### src/rtl/button_press_classifier_pkg.sv
// Shared types and defaults for the push-button classifier and sibling UI blocks.
// Holds the classifier state encoding, default tick counts and event pulse bundle.
package btn_pkg;

    typedef enum logic [1:0] {
        IDLE  = 2'd0,
        PRESS = 2'd1,
        LONG  = 2'd2
    } state_t;

    localparam int LONG_TICKS_DEF   = 200;
    localparam int REPEAT_TICKS_DEF = 40;
    localparam int PRESS_COUNT_W    = 8;

    // One bit per single-cycle event; all fields pulse for exactly one tick.
    typedef struct packed {
        logic short_press;
        logic long_press;
        logic release_evt;
        logic repeat_evt;
    } btn_evt_t;

    localparam btn_evt_t EVT_NONE = '{default: 1'b0};

endpackage

### src/rtl/button_press_classifier_if.sv
// Bundle between the debounced button source and the classifier's event consumers.
// The classifier connects through the slave modport; the source/UI side uses master.
interface button_press_classifier_if;
    import btn_pkg::*;

    logic                     btn_deb;
    logic                     btn_held;
    logic                     short_press;
    logic                     long_press;
    logic                     release_evt;
    logic                     repeat_evt;
    logic [PRESS_COUNT_W-1:0] press_count;

    modport master (
        output btn_deb,
        input  btn_held, short_press, long_press, release_evt, repeat_evt, press_count
    );

    modport slave (
        input  btn_deb,
        output btn_held, short_press, long_press, release_evt, repeat_evt, press_count
    );

endinterface

### src/rtl/button_press_classifier_tick_counter.sv
// Saturating up-counter with synchronous clear (clear has priority over enable).
// Used for the hold-length counter and the auto-repeat interval counter.
module btn_tick_counter #(
    parameter int W   = 8,
    parameter int MAX = 255
) (
    input  logic         clk,
    input  logic         rst,
    input  logic         clr,
    input  logic         en,
    output logic [W-1:0] count
);

    localparam logic [W-1:0] MAX_Q = W'(MAX);
    localparam logic [W-1:0] ONE_Q = W'(1);

    logic [W-1:0] count_r;

    // Count register: clear, saturating increment, or hold.
    always_ff @(posedge clk or posedge rst) begin
        if (rst) begin
            count_r <= '0;
        end else if (clr) begin
            count_r <= '0;
        end else if (en && (count_r != MAX_Q)) begin
            count_r <= count_r + ONE_Q;
        end else begin
            count_r <= count_r;
        end
    end

    assign count = count_r;

endmodule

### src/rtl/button_press_classifier.sv
// Classifies debounced button presses as short/long and emits registered event pulses.
// Auto-repeat while long-held is built only when BTN_AUTOREPEAT_EN is defined.
module button_press_classifier
    import btn_pkg::*;
#(
    parameter  int LONG_TICKS   = LONG_TICKS_DEF,
    parameter  int REPEAT_TICKS = REPEAT_TICKS_DEF,
    localparam int CNT_W        = $clog2(LONG_TICKS + 1)
) (
    input  logic                      clk_169344,
    input  logic                      rst,
    button_press_classifier_if.slave  bus
);

    localparam logic [CNT_W-1:0]         CNT_LAST  = CNT_W'(LONG_TICKS - 1);
    localparam logic [PRESS_COUNT_W-1:0] COUNT_ONE = PRESS_COUNT_W'(1);

    if ((LONG_TICKS < 2) || (REPEAT_TICKS < 1)) begin : g_param_check
        $error("button_press_classifier: LONG_TICKS must be >= 2 and REPEAT_TICKS >= 1");
    end

    state_t                   state_r;
    state_t                   state_s;
    logic                     btn_q_r;
    logic                     held_r;
    btn_evt_t                 evt_r;
    btn_evt_t                 evt_s;
    logic [PRESS_COUNT_W-1:0] press_count_r;
    logic [CNT_W-1:0]         cnt_s;
    logic                     cnt_clr_s;
    logic                     cnt_en_s;
    logic                     rep_hit_s;

    btn_tick_counter #(
        .W   (CNT_W),
        .MAX (LONG_TICKS - 1)
    ) u_hold_cnt (
        .clk   (clk_169344),
        .rst   (rst),
        .clr   (cnt_clr_s),
        .en    (cnt_en_s),
        .count (cnt_s)
    );

`ifdef BTN_AUTOREPEAT_EN
    localparam int               REP_W    = $clog2(REPEAT_TICKS + 1);
    localparam logic [REP_W-1:0] REP_LAST = REP_W'(REPEAT_TICKS - 1);

    logic [REP_W-1:0] rep_cnt_s;
    logic             rep_clr_s;
    logic             rep_en_s;

    // Interval counter restarts after each repeat pulse and whenever not long-held.
    always_comb begin
        rep_hit_s = (state_r == LONG) && bus.btn_deb && (rep_cnt_s == REP_LAST);
        rep_clr_s = !((state_r == LONG) && bus.btn_deb) || rep_hit_s;
        rep_en_s  = !rep_clr_s;
    end

    btn_tick_counter #(
        .W   (REP_W),
        .MAX (REPEAT_TICKS - 1)
    ) u_repeat_cnt (
        .clk   (clk_169344),
        .rst   (rst),
        .clr   (rep_clr_s),
        .en    (rep_en_s),
        .count (rep_cnt_s)
    );
`else
    assign rep_hit_s = 1'b0;
`endif

    // Next-state and event decode; a release in PRESS beats the long threshold.
    always_comb begin
        state_s             = state_r;
        evt_s               = EVT_NONE;
        evt_s.repeat_evt    = rep_hit_s;
        cnt_clr_s           = (state_r != PRESS);
        cnt_en_s            = (state_r == PRESS) && bus.btn_deb;
        case (state_r)
            IDLE: begin
                if (bus.btn_deb && !btn_q_r) begin
                    state_s = PRESS;
                end else begin
                    state_s = IDLE;
                end
            end
            PRESS: begin
                if (!bus.btn_deb) begin
                    state_s           = IDLE;
                    evt_s.short_press = 1'b1;
                    evt_s.release_evt = 1'b1;
                end else if (cnt_s == CNT_LAST) begin
                    state_s          = LONG;
                    evt_s.long_press = 1'b1;
                end else begin
                    state_s = PRESS;
                end
            end
            LONG: begin
                if (!bus.btn_deb) begin
                    state_s           = IDLE;
                    evt_s.release_evt = 1'b1;
                end else begin
                    state_s = LONG;
                end
            end
            default: begin
                state_s = IDLE;
            end
        endcase
    end

    // State, previous-sample and registered outputs; btn_q resets high to ignore a held button.
    always_ff @(posedge clk_169344 or posedge rst) begin
        if (rst) begin
            state_r       <= IDLE;
            btn_q_r       <= 1'b1;
            held_r        <= 1'b0;
            evt_r         <= EVT_NONE;
            press_count_r <= '0;
        end else begin
            state_r <= state_s;
            btn_q_r <= bus.btn_deb;
            held_r  <= (state_s != IDLE);
            evt_r   <= evt_s;
            if (evt_s.short_press) begin
                press_count_r <= press_count_r + COUNT_ONE;
            end else begin
                press_count_r <= press_count_r;
            end
        end
    end

    assign bus.btn_held    = held_r;
    assign bus.short_press = evt_r.short_press;
    assign bus.long_press  = evt_r.long_press;
    assign bus.release_evt = evt_r.release_evt;
    assign bus.repeat_evt  = evt_r.repeat_evt;
    assign bus.press_count = press_count_r;

endmodule

### src/flat_wrapper.sv
// flat-port wrapper written by rule: the top's interface ports become plain ports
module button_press_classifier_flat import btn_pkg::*;
#(
    parameter  int LONG_TICKS   = LONG_TICKS_DEF,
    parameter  int REPEAT_TICKS = REPEAT_TICKS_DEF,
    localparam int CNT_W        = $clog2(LONG_TICKS + 1)
)
  (clk_169344, rst, bus_btn_deb, bus_btn_held, bus_short_press, bus_long_press, bus_release_evt, bus_repeat_evt, bus_press_count);
  button_press_classifier_if bus_i ();
  input  logic clk_169344;
  input  logic rst;
  input wire logic [$bits(bus_i.btn_deb)-1:0] bus_btn_deb;
  output wire logic [$bits(bus_i.btn_held)-1:0] bus_btn_held;
  output wire logic [$bits(bus_i.short_press)-1:0] bus_short_press;
  output wire logic [$bits(bus_i.long_press)-1:0] bus_long_press;
  output wire logic [$bits(bus_i.release_evt)-1:0] bus_release_evt;
  output wire logic [$bits(bus_i.repeat_evt)-1:0] bus_repeat_evt;
  output wire logic [$bits(bus_i.press_count)-1:0] bus_press_count;
  assign bus_i.btn_deb = bus_btn_deb;
  assign bus_btn_held = bus_i.btn_held;
  assign bus_short_press = bus_i.short_press;
  assign bus_long_press = bus_i.long_press;
  assign bus_release_evt = bus_i.release_evt;
  assign bus_repeat_evt = bus_i.repeat_evt;
  assign bus_press_count = bus_i.press_count;
  button_press_classifier #(.LONG_TICKS(LONG_TICKS), .REPEAT_TICKS(REPEAT_TICKS)) u_core (.clk_169344(clk_169344), .rst(rst), .bus(bus_i));
endmodule
### config.mk
export PLATFORM = sky130hd
export DESIGN_NAME = button_press_classifier_flat
export DESIGN_NICKNAME = d
export VERILOG_FILES = /design/src/rtl/button_press_classifier_pkg.sv /design/src/rtl/button_press_classifier_if.sv /design/src/rtl/button_press_classifier_tick_counter.sv /design/src/rtl/button_press_classifier.sv /design/src/flat_wrapper.sv
export SDC_FILE = /design/constraint.sdc
export NUM_CORES = 1
export LEC_CHECK = 0
export CAP_MARGIN = 20
export CORE_UTILIZATION = 44
export CTS_BUF_LIST = sky130_fd_sc_hd__clkbuf_4 sky130_fd_sc_hd__clkbuf_8 sky130_fd_sc_hd__clkbuf_16
export CTS_CLUSTER_SIZE = 24
export DETAILED_ROUTE_END_ITERATION = 12
export PLACE_DENSITY = 0.67
export SKIP_CTS_REPAIR_TIMING = 1
export SYNTH_ARGS = -nofsm -noshare
export SYNTH_HDL_FRONTEND = slang
export SYNTH_SLANG_ARGS = --single-unit
### constraint.sdc
create_clock -name clk_169344 -period 1.9 [get_ports clk_169344]
set_input_delay 0.19 -clock clk_169344 [delete_from_list [all_inputs] [get_ports clk_169344]]
set_output_delay 0.19 -clock clk_169344 [all_outputs]
set_load 0.05 [all_outputs]
==> results.sh <==
export IMPL_grt_use_total_pct=16.1
export IMPL_tns_ns=0
export IMPL_status="completed"
export IMPL_tightest_slew_ns=0.499
export IMPL_wl_um=1840
export IMPL_min_path_type="in2async"
export IMPL_diodes=0
export IMPL_fin_crit_sh_pct=96.0
export IMPL_total_power_mw=1.26
export IMPL_synth_top_family_by_area="simple AND/OR/NAND/NOR gates"
export IMPL_ys_seq_area_share_pct=50.9
export IMPL_grt_pass1_wl_um=3280
export IMPL_worstPathRequired_ns=1.71
export IMPL_cpMaxStageDelayCell="clkdlybuf4s50_1"
export IMPL_slew_limit_headroom_pct=66.6
export IMPL_cp_max_fo=7
export IMPL_core_um2=2450
export IMPL_pre_cts_ws_ns=0.255
export IMPL_syn_instance_count=99
export IMPL_path_clk_slew_ns=0.13
export IMPL_crit_path_end_kind="output pin"
export IMPL_hold_viol=0
export IMPL_ant_nets=0
export IMPL_htreeDepth=1
export IMPL_dieArea_um2=2780
export IMPL_cts_made_buffers=3
export IMPL_cp_top_family="buffers and inverters"
export IMPL_finalSetupViolCount=0
export IMPL_yosys_warnings=0
export IMPL_synthArstFlopShare_pct=100
export IMPL_grt_overflow_total=0
export IMPL_p_leak_nw=0.593
export IMPL_max_freq_mhz=548
export IMPL_hold_ws_ns=0.202
export IMPL_grt_pass1_vias=755
export IMPL_min_period_ns=1.82
export IMPL_critPathBufInv=1
export IMPL_crit_type="reg2out"
export IMPL_routedWlPerCell_um=12.6
export IMPL_synthFlopType="dfrtp_1"
export IMPL_path_depth=1
export IMPL_yosysMostFrequentCell="dfrtp_1"
export IMPL_dpl_hpwl_um=1470
export IMPL_root_buffer="clkbuf_4"
export IMPL_ys_ff_latch=23
export IMPL_place_congestion=0.777
export IMPL_worstSetupStartpointType="flip-flop"
export IMPL_first_iter_violations=7
export IMPL_initial_utilization_pct=46.1
export IMPL_arrival_ns=1.63
export IMPL_area_growth_pct=17.6
export IMPL_fin_ws_ns=0.0765
export IMPL_maxCapViolCount=0
export IMPL_rsz0062_at_grt="no"
export IMPL_rows=18
export IMPL_finalNetCount=126
export IMPL_io_buffers=14
export IMPL_first_pass_iters=4
export IMPL_ys_top_cells_by_area="dfrtp_1, ha_1, xnor2_1, nand4_1, a21oi_1"
export IMPL_drc_errors=0
export IMPL_syn_avg_cell_area_um2=11.4
export IMPL_synthTopCellsByCount="dfrtp_1, nand2_1, xnor2_1"
export IMPL_clock_sinks=23
export IMPL_io_pin_count=16
export IMPL_antenna_found_initial=0
export IMPL_cts_tree="built"
export IMPL_clockBufferDepth=2
export IMPL_synthXorXnorAreaFrac_pct=6.19
export IMPL_r2r_worst_path_cells=4
export IMPL_synth_compound_area_share_pct=8.73
export IMPL_synth_top_area_share_pct=48.6
export IMPL_yosys_area_top_type="dfrtp_1"
export IMPL_power_density_nw_per_um2=946
export IMPL_synth_edff_count=0
export IMPL_via_count=762
export IMPL_die_y_um=52.7
export IMPL_vdd_drop_max_mv=0.775
export IMPL_slew_viol_final=0
export IMPL_die_width_um=52.7
export IMPL_syn_num_nets=108
export IMPL_final_layout_size_suffix_gt1_share_pct=12.1
export IMPL_cpPeakStageDelay_ns=0.84
export IMPL_clock_skew_ns=0.00180
export IMPL_synth_simple_area_share_pct=19.9
export IMPL_synthAdderAreaFrac_pct=6.63
export IMPL_grt_max_degree=14
export IMPL_routed_via_density=5.22
export IMPL_synthMuxAreaShare_pct=2.76
export IMPL_cp_cell_sequence="clkdlybuf4s50_1"
export IMPL_synth_cell_types=35
export IMPL_synth_area_um2=1130
export IMPL_insertion_delay_ns=0.31
==> cell type report <==
type	count	area (µm²)
clock inverter	1	5.00
fill	222	1120
inverter	6	22.5
tap	30	37.5
sequential	23	577
multi-input combinational	66	504
clock buffer	3	22.5
timing repair buffer	17	163
==> path summary, 6_finish.rpt <==
kind | startpoint | endpoint | slack, ns
setup / recovery | u_core.bus.press_count[2] | bus_press_count[2] | 0.08
hold / removal | rst | u_core.bus.release_evt | 0.20
setup reg to reg | u_core.u_hold_cnt.count[0] | u_core.u_hold_cnt.count[1] | 0.42
hold reg to reg | u_core.bus.press_count[7] | u_core.bus.press_count[7] | 0.48
max in group asynchronous | rst | u_core.u_hold_cnt.count[0] | 1.17
min in group clk_169344 | u_core.bus.press_count[7] | u_core.bus.press_count[7] | 0.48
==> routing by layer <==
| metal | track usage [%] | vias to the layer above | part of all wire, % |
|---|---|---|---|
| li1 | - | 376 | - |
| met2 | 28.5 | 17 | 50 |
| met5 | 0 | - | 0 |
| met3 | 4.64 | 2 | 4.4 |
| met4 | 3.95 | 0 | 0.65 |
| met1 | 19.0 | 367 | 45 |
==> state kept, by name, indices dropped and copies added (netlist names) <==
signal and count:
u_core.bus.press_count 8, u_core.u_hold_cnt.count 8, u_core.state_r 2, u_core.btn_q_r 1, u_core.bus.btn_held 1, u_core.bus.long_press 1
u_core.bus.release_evt 1, u_core.bus.short_press 1
==> worst register-to-register path, cell delays in order, from the launching register on <==
cell and delay [ns]:
dfrtp_1 0.45, ha_1 0.28, and3_1 0.25, a21boi_2 0.22
mux2i_1 0.21
==> placed cells by master, fill, tap and decap left out <==
cell,n
nor4b_4,1
inv_1,6
mux2_2,1
nor2b_1,2
nand3_1,2
a31oi_1,1
nand4_1,6
conb_1,1
and3_1,2
xnor2_1,7
a311oi_1,1
nor3_1,1
clkbuf_4,3
mux2i_1,2
nor2_1,2
xor2_1,1
and4b_1,2
o21ba_2,1
and2_2,1
buf_4,3
and2b_1,1
clkinv_2,1
ha_1,6
and4_1,1
or3_1,3
dfstp_2,1
o311a_1,1
clkdlybuf4s50_1,14
o21a_1,1
a21oi_1,6
nand4_4,1
o21ai_0,3
nand2b_1,1
nand2_1,7
a21boi_2,1
dfrtp_1,22
==> stage by stage <==
step,area [µm²],util (%),std cells
after global placement,1300,53.1,142
after floorplan,1130,-,99
after CTS,1330,54.2,146
final,1330,54.2,146
after global routing,1330,54.2,146
after detailed placement,1300,53.1,142
==> logic make-up after synthesis <==
logic type	Yosys count
multiplexers	3
flip-flops	23
adder cells (fa/ha/maj)	6
XOR/XNOR	8
buffers and inverters	10
AND/OR/NAND/NOR	33
AO/OA/AOI/OAI	15
other	1
==> power by group <==
| group | total (mW) | internal (mW) | switching, mW |
|---|---|---|---|
| combinational | 0.417 | 0.150 | 0.267 |
| sequential | 0.617 | 0.547 | 0.0696 |
| clock | 0.225 | 0.0786 | 0.147 |
No activity file was read; power rests on OpenSTA's default activity.
